<file path="config.mk">
export PLATFORM = sky130hd
export DESIGN_NAME = pulse_pattern_generator
export DESIGN_NICKNAME = d
export VERILOG_FILES = /design/src/rtl/pulse_pattern_generator.sv
export SDC_FILE = /design/constraint.sdc
export NUM_CORES = 1
export LEC_CHECK = 0
export CAP_MARGIN = 40
export CORE_ASPECT_RATIO = 2
export CORE_UTILIZATION = 35
export DETAILED_ROUTE_END_ITERATION = 7
export HOLD_SLACK_MARGIN = 0.08
export PLACE_DENSITY = 0.57
export SLEW_MARGIN = 15
export SYNTH_ARGS = -nofsm -noshare
export SYNTH_HDL_FRONTEND = slang
export SYNTH_SLANG_ARGS = --single-unit
</file>
<file path="constraint.sdc">
create_clock -name clock -period 6 [get_ports clock]
set_input_delay 1.8 -clock clock [delete_from_list [all_inputs] [get_ports clock]]
set_output_delay 1.8 -clock clock [all_outputs]
set_load 0.02 [all_outputs]
</file>
<file path="src/rtl/pulse_pattern_generator.sv">
// rtl/pulse_pattern_generator.sv - serial pulse pattern generator with per-bit divider and one-shot/repeat modes
module pulse_pattern_generator #(
  parameter int WIDTH = 16,
  parameter int LEN_W = $clog2(WIDTH),
  parameter int DIV_W = 8
) (
  input  logic             clock,
  input  logic             reset_n,
  input  logic [WIDTH-1:0] pattern_in,
  input  logic [LEN_W-1:0] length_in,
  input  logic [DIV_W-1:0] divide_in,
  input  logic             oneshot_in,
  input  logic             load_flag,
  input  logic             start,
  input  logic             stop,
  output logic             o,
  output logic             busy,
  output logic             done,
  output logic [LEN_W-1:0] bit_index
);

  typedef enum logic {IDLE, RUN} state_t;

  localparam int MAX_IDX = WIDTH - 1;

  state_t           state, state_nx;
  logic [WIDTH-1:0] pat, pat_nx;
  logic [LEN_W-1:0] len, len_nx;
  logic [DIV_W-1:0] div, div_nx;
  logic             oneshot, oneshot_nx;
  logic [LEN_W-1:0] idx, idx_nx;
  logic [DIV_W-1:0] divcnt, divcnt_nx;
  logic             o_nx;
  logic             done_nx;
  logic [LEN_W-1:0] len_sat;

  // Bit select through a shift so the index width may exceed what WIDTH strictly needs.
  function automatic logic pick(input logic [WIDTH-1:0] p, input logic [LEN_W-1:0] i);
    logic [WIDTH-1:0] s;
    s = p >> i;
    return s[0];
  endfunction

  // Lengths past the top of the pattern register clamp to the MSB.
  assign len_sat   = (32'(length_in) > MAX_IDX) ? LEN_W'(MAX_IDX) : length_in;
  assign bit_index = idx;

  // State, held config, counters and the registered outputs.
  always_ff @(posedge clock or negedge reset_n) begin
    if (!reset_n) begin
      state   <= IDLE;
      pat     <= '0;
      len     <= '0;
      div     <= '0;
      oneshot <= 1'b0;
      idx     <= '0;
      divcnt  <= '0;
      o       <= 1'b0;
      done    <= 1'b0;
    end else begin
      state   <= state_nx;
      pat     <= pat_nx;
      len     <= len_nx;
      div     <= div_nx;
      oneshot <= oneshot_nx;
      idx     <= idx_nx;
      divcnt  <= divcnt_nx;
      o       <= o_nx;
      done    <= done_nx;
    end
  end

  // Next state and datapath: load beats stop beats start; otherwise RUN steps the divider and bit index.
  always_comb begin
    state_nx   = state;
    pat_nx     = pat;
    len_nx     = len;
    div_nx     = div;
    oneshot_nx = oneshot;
    idx_nx     = idx;
    divcnt_nx  = divcnt;
    o_nx       = o;
    done_nx    = 1'b0;
    if (load_flag) begin
      pat_nx     = pattern_in;
      len_nx     = len_sat;
      div_nx     = divide_in;
      oneshot_nx = oneshot_in;
      idx_nx     = len_sat;
      divcnt_nx  = '0;
      o_nx       = pick(pattern_in, len_sat);
      state_nx   = RUN;
    end else if (stop) begin
      state_nx = IDLE;
      o_nx     = 1'b0;
      idx_nx   = '0;
    end else if (start) begin
      idx_nx    = len;
      divcnt_nx = '0;
      o_nx      = pick(pat, len);
      state_nx  = RUN;
    end else if (state == RUN) begin
      if (divcnt < div) begin
        divcnt_nx = divcnt + DIV_W'(1);
      end else begin
        divcnt_nx = '0;
        if (idx != '0) begin
          idx_nx = idx - LEN_W'(1);
          o_nx   = pick(pat, idx - LEN_W'(1));
        end else if (!oneshot) begin
          // Wrap straight back to the first bit with no gap cycle.
          idx_nx = len;
          o_nx   = pick(pat, len);
        end else begin
          o_nx     = 1'b0;
          done_nx  = 1'b1;
          state_nx = IDLE;
        end
      end
    end
  end

  // Busy simply reflects the RUN state.
  always_comb begin
    busy = (state == RUN);
  end

endmodule

</file>
==> results of run 1 <==
[cells in the mapped netlist, types with 5 or more instances]
cell type   n  area, sq um
nand2b_1    6         37.5
nor2_1      7         26.3
mux2_2     19          214
nand2_1    20         75.1
ha_1        9          113
dfrtp_1    44         1100
o21ai_0    11         55.1
o21ai_1     8         40.0
mux4_2      5          113
a21oi_1     9         45.0
inv_1      14         52.6
[through the flow]
| stage | utilization | power [W] | hold WS, ns | worst slack, ns |
|---|---|---|---|---|
| after detailed placement | 0.430 | 0.000520 | 0.512 | 1.99 |
| after global placement | 0.427 | 0.000517 | 0.493 | 2.02 |
| after CTS | 0.451 | 0.000803 | 0.526 | 2.29 |
| after global routing | 0.451 | 0.000825 | 0.538 | 2.19 |
| after floorplan | - | 0.000452 | 0.481 | 2.53 |
| final | 0.451 | 0.000790 | 0.523 | 2.30 |
[critical path: stages]
cell             delay [ns]
clkdlybuf4s50_1        0.63
mux4_4                 0.66
mux4_2                 0.48
a221o_1                0.30
[how the worst min path moves through the flow]
stage,from,endpoint,slack (ns),depth (start not counted)
2_1_floorplan,oneshot,oneshot,0.48,1
3_3_place_gp,div[0],div[0],0.49,1
4_1_cts,pat[2],pat[2],0.53,1
5_1_grt,pat[15],pat[15],0.54,1
3_5_place_dp,pat[2],pat[2],0.51,1
6_report,pat[6],pat[6],0.52,1
[registers in the layout, indices dropped and copies added, names as in the netlist]
name       cells
bit_index      4
busy           1
div            8
divcnt         8
done           1
len            4
o              1
oneshot        1
pat           16
[cell families (layout without fill, tap and decap cells)]
| kind of cell | Yosys count | count (layout) |
|---|---|---|
| muxes | 39 | 39 |
| xor gates and xnor gates | 4 | 4 |
| DFF | 44 | 44 |
| buffers and inverters | 25 | 65 |
| AOI/OAI and AO/OA | 48 | 48 |
| adders and majority gates | 9 | 9 |
| and+or+nand+nor | 49 | 49 |
[metal layers]
layer | track usage | routed length (um) | up-vias
met4 | 0.0750 | 119 | 0
met1 | 0.184 | 2060 | 898
met2 | 0.341 | 3680 | 38
met5 | 0 | 0 | -
met3 | 0.0308 | 171 | 8
li1 | - | - | 884
[layout make-up]
type | count | area share
Inverter | 14 | 0.0168
Tap cell | 90 | 0.0360
Clock buffer | 8 | 0.0468
Timing Repair Buffer | 43 | 0.137
Sequential cell | 44 | 0.352
Multi-Input combinational cell | 149 | 0.411
[report_power, final]
| part | total [W] | internal (W) | switching, W |
|---|---|---|---|
| Sequential | 0.000345 | 0.000321 | 0.0000237 |
| Clock | 0.000277 | 0.000166 | 0.000111 |
| Combinational | 0.000168 | 0.0000940 | 0.0000745 |
| Total | 0.000790 | 0.000581 | 0.000209 |
==> impl_metrics.ini, run 1 <==
[cts]
post_cts_resized = 0
cts-hold-fix-buffers = 0
cts_tree = yes
cts-root-buf = clkbuf_16
path_clk_slew_ns = 0.06
ctsHtreeMaxLevel = 2
numCtsBuffers = 5
worstSkewPairLatency_ns = 0.29
cts.sinks = 44
post_cts_buffers = 0
cts.path.max_buffers = 2

[die]
pin_count = 41
die_height_um = 122
die_x_um = 62.0
fp-row-count = 43
core-area_sq_mm = 0.00694
die_area_sq_mm = 0.00755
start_util = 0.363

[cells_and_area]
fill_cells = 643
syn_to_final_growth_pct = 24.4
final_cells = 348
multi_input_area_sq_mm = 0.00129
area.sequential_sq_mm = 0.00110
final_nets = 300
layout_common_cells = 44 x dfrtp_1, 39 x clkdlybuf4s50_1, 20 x nand2_1, 19 x mux2_2, 14 x inv_1
layout-drive-gt1-share = 0.163
diodes = 0
final_common_cell = dfrtp_1
fin_area_sq_mm = 0.00313

[timing]
setup_viol = 0
fin_crit_sh = 0.616
worst_pin_slew_ns = 0.472
finalMaxSlewViolations = 0
slew_headroom = 0.685
period_needed_ns = 3.70
hold_viol = 0
rsz0062_at_grt = no
max_freq_ghz = 0.271
tns_ns = 0
finClkSkew_ns = 0.00339

[synthesis]
synth_fa_ha_area_frac = 0.0448
synthSimpleGateAreaFrac = 0.0945
synthFlopType = dfrtp_1
yosys.cell_types.count = 38
synthXorXnorAreaFrac = 0.0139
synth_compound_area_frac = 0.117
async_flop_share = 1.00
synth_top_family_by_area = multiplexers
synthMuxAreaShare = 0.241
syn_nets = 261
synth_cells = 218
syn_area_sq_mm = 0.00252
syn-mean-instance-area_sq_um = 11.5
synth_edf_count = 0
yosysSeqAreaShare = 0.438
ys_ff_latch = 44
yosysWarningCount = 0

[critical_path]
critical_path_peak_fanout = 5
cp-start-kind = primary input
path_class = in -> reg
endpoint = o
r2r_cells = 7
worstPathArrival_ns = 3.87
cp.required_ns = 6.17
rr_startpoint = bit_index[0]
worst_setup_path_end_kind = register
critPathLaunch = length_in[0]
r2r_setup_slack_ns = 3.36
regToRegEndpoint = o

[routing]
drtPass1Iterations = 4
drt-total-wl_mm = 6.03
antenna_left = 0
vias_per_cell = 5.25
drtIter0Drc = 53
wire_per_inst_um = 17.3
dr_total_vias = 1828
route.detailed.drc = 0

[grt]
grt_pass1_wl_mm = 9.63
grt_antenna_before_repair = 0
overflow = 0
grt_use_total = 0.182
grt_pass1_vias = 1895
grt_max_degree = 46

[placement]
dpl.hpwl_mm = 4.64
place_area_sq_mm = 0.00298
gp_congestion = 0.805
place_inst = 340
port_buffers = 40

[power_and_ir_drop]
ir_worst_vdd_uv = 200
p_per_area_mw_per_mm2 = 252
power_leakage_nw = 1.33

[status]
outcome = finished, final reports clean

[run]
maxCapViolCount = 0

[hold_path]
worstHoldPathType = reg -> reg
No activity file was read; power rests on OpenSTA's default activity.
==> run 2: changes to the inputs <==
Settings changed: PLACE_DENSITY 0.57 to 0.59.
Clock period 6 ns to 3.11 ns, I/O delays scaled along.
==> impl_metrics.ini, run 2 (same netlist as run 1, synthesis figures left out) <==
[power_and_ir_drop]
switching_share = 0.266
p_int_w = 0.00109
pwr-share-clk = 0.336
p_per_area_mw_per_mm2 = 478
combPwrFrac = 0.220
power_leakage_nw = 1.33
seqPwrFrac = 0.444
ir_worst_vdd_uv = 357
switchingPower_w = 0.000397

[cts]
post_cts_resized = 0
numCtsBuffers = 5
path_clk_slew_ns = 0.06
cts-root-buf = clkbuf_16
ctsHtreeMaxLevel = 2
post_cts_buffers = 0
cts.sinks = 44
cts-hold-fix-buffers = 0
cts.path.max_buffers = 2
worstSkewPairLatency_ns = 0.28
cts_tree = yes

[timing]
hold_viol = 0
finalMaxSlewViolations = 0
finClkSkew_ns = 0.00627
hold_slack_ns = 0.507
setup_viol = 0
fin_crit_sh = 0.927
rsz0062_at_grt = no
period_needed_ns = 2.88
slew_headroom = 0.625
worst_pin_slew_ns = 0.562
max_freq_ghz = 0.347
tns_ns = 0

[cells_and_area]
final_common_cell = dfrtp_1
final_nets = 302
fin_area_sq_mm = 0.00312
reg_top3 = pat: 16 flops, div: 8 flops, divcnt: 8 flops
fill_cells = 645
regMostFlops = pat
syn_to_final_growth_pct = 24.0
final_cells = 349
layout_common_cells = 44 x dfrtp_1, 39 x clkdlybuf4s50_1, 20 x nand2_1, 19 x mux2_2, 14 x inv_1
multi_input_area_sq_mm = 0.00129
layout-drive-gt1-share = 0.170
largest_reg_flops = 16
diodes = 0
area.sequential_sq_mm = 0.00110

[critical_path]
cp-start-kind = primary input
crit_chain = clkdlybuf4s50_1 -> mux4_4 -> mux4_2 -> a221o_1
cpPeakStageDelay_ns = 0.67
critical_path_peak_fanout = 5
path_buf_inv = 1
path_class = in -> reg
worstPathArrival_ns = 3.05
cp.required_ns = 3.27
cpLargestDelayFamily = multiplexers
worst_setup_path_end_kind = register
worst_path_max_delay_cell = mux4_4

[placement]
gp_congestion = 0.776
place_area_sq_mm = 0.00299
dpl.hpwl_mm = 4.51
port_buffers = 40
place_inst = 342

[routing]
drt-total-wl_mm = 5.86
met1_length_mm = 2.07
drtPass1Iterations = 4
route.met2.wl_mm = 3.53
top_layer_used = met4
vias_per_cell = 5.31
dr_total_vias = 1854
wire_per_inst_um = 16.8
dr_wl_met3_um = 133
drtIter0Drc = 111
route.detailed.drc = 0
antenna_left = 0

[grt]
grt_pass1_vias = 1863
grt_use_total = 0.175
overflow = 0
grt_antenna_before_repair = 0
grt_pass1_wl_mm = 9.32
grt_max_degree = 45

[hold_path]
worstHoldPathType = reg -> reg

[status]
outcome = finished, final reports clean

[die]
core-area_sq_mm = 0.00694
start_util = 0.363
die_height_um = 122
die_x_um = 62.0
fp-row-count = 43
die_area_sq_mm = 0.00755
pin_count = 41

[run]
maxCapViolCount = 0
## run 2: path summary, 6_finish.rpt
check	end	cells past startpoint	from	slack (ns)
min reg2reg	div[0]	1	div[0]	0.51
max	o	4	length_in[0]	0.23
min in group asynchronous	pat[8]	2	reset_n	0.73
max in group asynchronous	divcnt[2]	2	reset_n	2.00
min	div[0]	1	div[0]	0.51
max reg2reg	o	7	bit_index[0]	0.75
## run 2: layout make-up
type,instances,share of cell area
Timing Repair Buffer,45,0.139
Multi-Input combinational cell,149,0.413
Tap cell,90,0.0361
Clock buffer,6,0.0413
Inverter,14,0.0168
Clock inverter,1,0.00160
Sequential cell,44,0.353
## run 2: routing by layer
| metal | track usage | up-vias |
|---|---|---|
| met4 | 0.0681 | 0 |
| met1 | 0.185 | 931 |
| met5 | 0 | - |
| met2 | 0.326 | 33 |
| met3 | 0.0244 | 8 |
| li1 | - | 882 |
## run 2: power by group through the flow
stage | Sequential, W | Combinational, W | Clock, W
2_1_floorplan | 0.000666 | 0.000206 | 0
3_3_place_gp | 0.000671 | 0.000329 | 0
3_5_place_dp | 0.000672 | 0.000334 | 0
4_1_cts | 0.000662 | 0.000334 | 0.000507
5_1_grt | 0.000668 | 0.000357 | 0.000536
6_report | 0.000661 | 0.000329 | 0.000501
## run 2: stage by stage
stage	utilization	setup WS (ns)	total power, W
final	0.450	0.229	0.00149
after global routing	0.450	0.131	0.00156
after CTS	0.450	0.218	0.00150
after detailed placement	0.430	-0.0744	0.00101
after global placement	0.430	-0.0298	0.000999
after floorplan	-	0.509	0.000872
==> run 3: changes to the inputs <==
Settings changed: PLACE_DENSITY 0.59 to 0.57.
Clock period 3.11 ns to 2.8 ns, I/O delays scaled along.
==> impl_metrics.ini, run 3 (same netlist as run 1, synthesis figures left out) <==
[status]
outcome = finished, final reports clean

[critical_path]
r2r_cells = 7
r2r_setup_slack_ns = 0.45
crit_chain = clkdlybuf4s50_1 -> mux4_4 -> mux4_2 -> a221o_1
critical_path_peak_fanout = 2
worst_setup_path_end_kind = register
cp.required_ns = 2.97
worstPathArrival_ns = 2.68
cpLargestDelayFamily = multiplexers
cpPeakStageDelay_ns = 0.59
worst_path_max_delay_cell = mux4_4
path_buf_inv = 1
critPathLaunch = pattern_in[9]
regToRegEndpoint = o
cp-start-kind = primary input
rr_startpoint = bit_index[0]
path_class = in -> reg

[cells_and_area]
multi_input_area_sq_mm = 0.00129
reg_top3 = pat: 16 flops, div: 8 flops, divcnt: 8 flops
final_cells = 350
post-route-util = 0.452
final_common_cell = dfrtp_1
largest_reg_flops = 16
final_nets = 302
regMostFlops = pat
fill_cells = 660
syn_to_final_growth_pct = 24.6
diodes = 0
layout_common_cells = 44 x dfrtp_1, 38 x clkdlybuf4s50_1, 20 x nand2_1, 19 x mux2_2, 14 x inv_1
layout-drive-gt1-share = 0.169
area.sequential_sq_mm = 0.00110

[cts]
post_cts_buffers = 0
cts_tree = yes
path_clk_slew_ns = 0.06
cts.sinks = 44
cts-hold-fix-buffers = 0
cts.path.max_buffers = 2
ctsHtreeMaxLevel = 2
post_cts_resized = 0
worstSkewPairLatency_ns = 0.29
cts-root-buf = clkbuf_16
numCtsBuffers = 5

[power_and_ir_drop]
power_leakage_nw = 1.35
total_power_w = 0.00169
ir_worst_vdd_uv = 335
p_per_area_mw_per_mm2 = 540

[routing]
met1_length_mm = 2.13
vias_per_cell = 5.22
dr_wl_met3_um = 144
antenna_left = 0
drtPass1Iterations = 4
drtIter0Drc = 82
dr_total_vias = 1828
route.detailed.drc = 0
drt-total-wl_mm = 6.05
route.met2.wl_mm = 3.62
wire_per_inst_um = 17.3
top_layer_used = met4

[placement]
gp_congestion = 0.754
dpl.hpwl_mm = 4.63
place_inst = 342
port_buffers = 40

[die]
die_height_um = 122
die_x_um = 62.0
start_util = 0.363
die_area_sq_mm = 0.00755
fp-row-count = 43
core-area_sq_mm = 0.00694
pin_count = 41

[timing]
worst_pin_slew_ns = 0.573
finalMaxSlewViolations = 0
rsz0062_at_grt = no
tns_ns = 0
slew_headroom = 0.618
hold_viol = 0
max_freq_ghz = 0.399
finClkSkew_ns = 0.00432
setup_viol = 0
period_needed_ns = 2.51
hold_slack_ns = 0.520
fin_crit_sh = 0.896

[hold_path]
whs_path_depth = 1
hold_end = div[0]
holdCritStartpoint = div[0]
worstHoldPathType = reg -> reg

[grt]
grt_antenna_before_repair = 0
grt_use_total = 0.189
grt_pass1_wl_mm = 9.89
grt_pass1_vias = 1938
overflow = 0
grt_max_degree = 45

[run]
maxCapViolCount = 0
## run 3: changes by cell type in the layout (fill, tap and decap cells not counted)
cell,delta
dlymetal6s2s_1,+1
clkinv_2,-1
clkbuf_8,+1
clkdlybuf4s50_1,-1
clkbuf_1,+1
## run 3: per-stage QoR
stage | setup slack [ns] | cell area, sq um
floorplan | 0.292 | 2520
global placement | -0.244 | 2990
detailed placement | -0.278 | 2990
CTS | 0.0266 | 3130
global route | 0.258 | 3140
finish | 0.292 | 3140
## run 3: where the power goes
| group | total (W) | switching (W) | internal [W] | leakage [nW] |
|---|---|---|---|---|
| registers | 0.000736 | 0.0000473 | 0.000688 | 0.542 |
| clock network | 0.000592 | 0.000236 | 0.000356 | 0.0712 |
| logic | 0.000367 | 0.000164 | 0.000203 | 0.732 |
## run 3: routing by layer
layer	vias to the layer above	global-route usage
met4	0	0.0861
li1	887	-
met3	12	0.0329
met1	886	0.190
met2	43	0.350
met5	-	0
## run 3: cell type report
class | instances | area share
tap | 90 | 0.0359
clock buffer | 8 | 0.0467
multi-input combinational | 149 | 0.411
sequential | 44 | 0.351
inverter | 14 | 0.0168
timing repair buffer | 45 | 0.139
## run 3: worst max path at each step
stage	slack, ns	depth (start not counted)	to
after floorplan	0.29	4	o
after global placement	-0.24	4	o
after detailed placement	-0.28	4	o
after CTS	0.03	4	o
after global routing	0.26	4	o
final	0.29	4	o
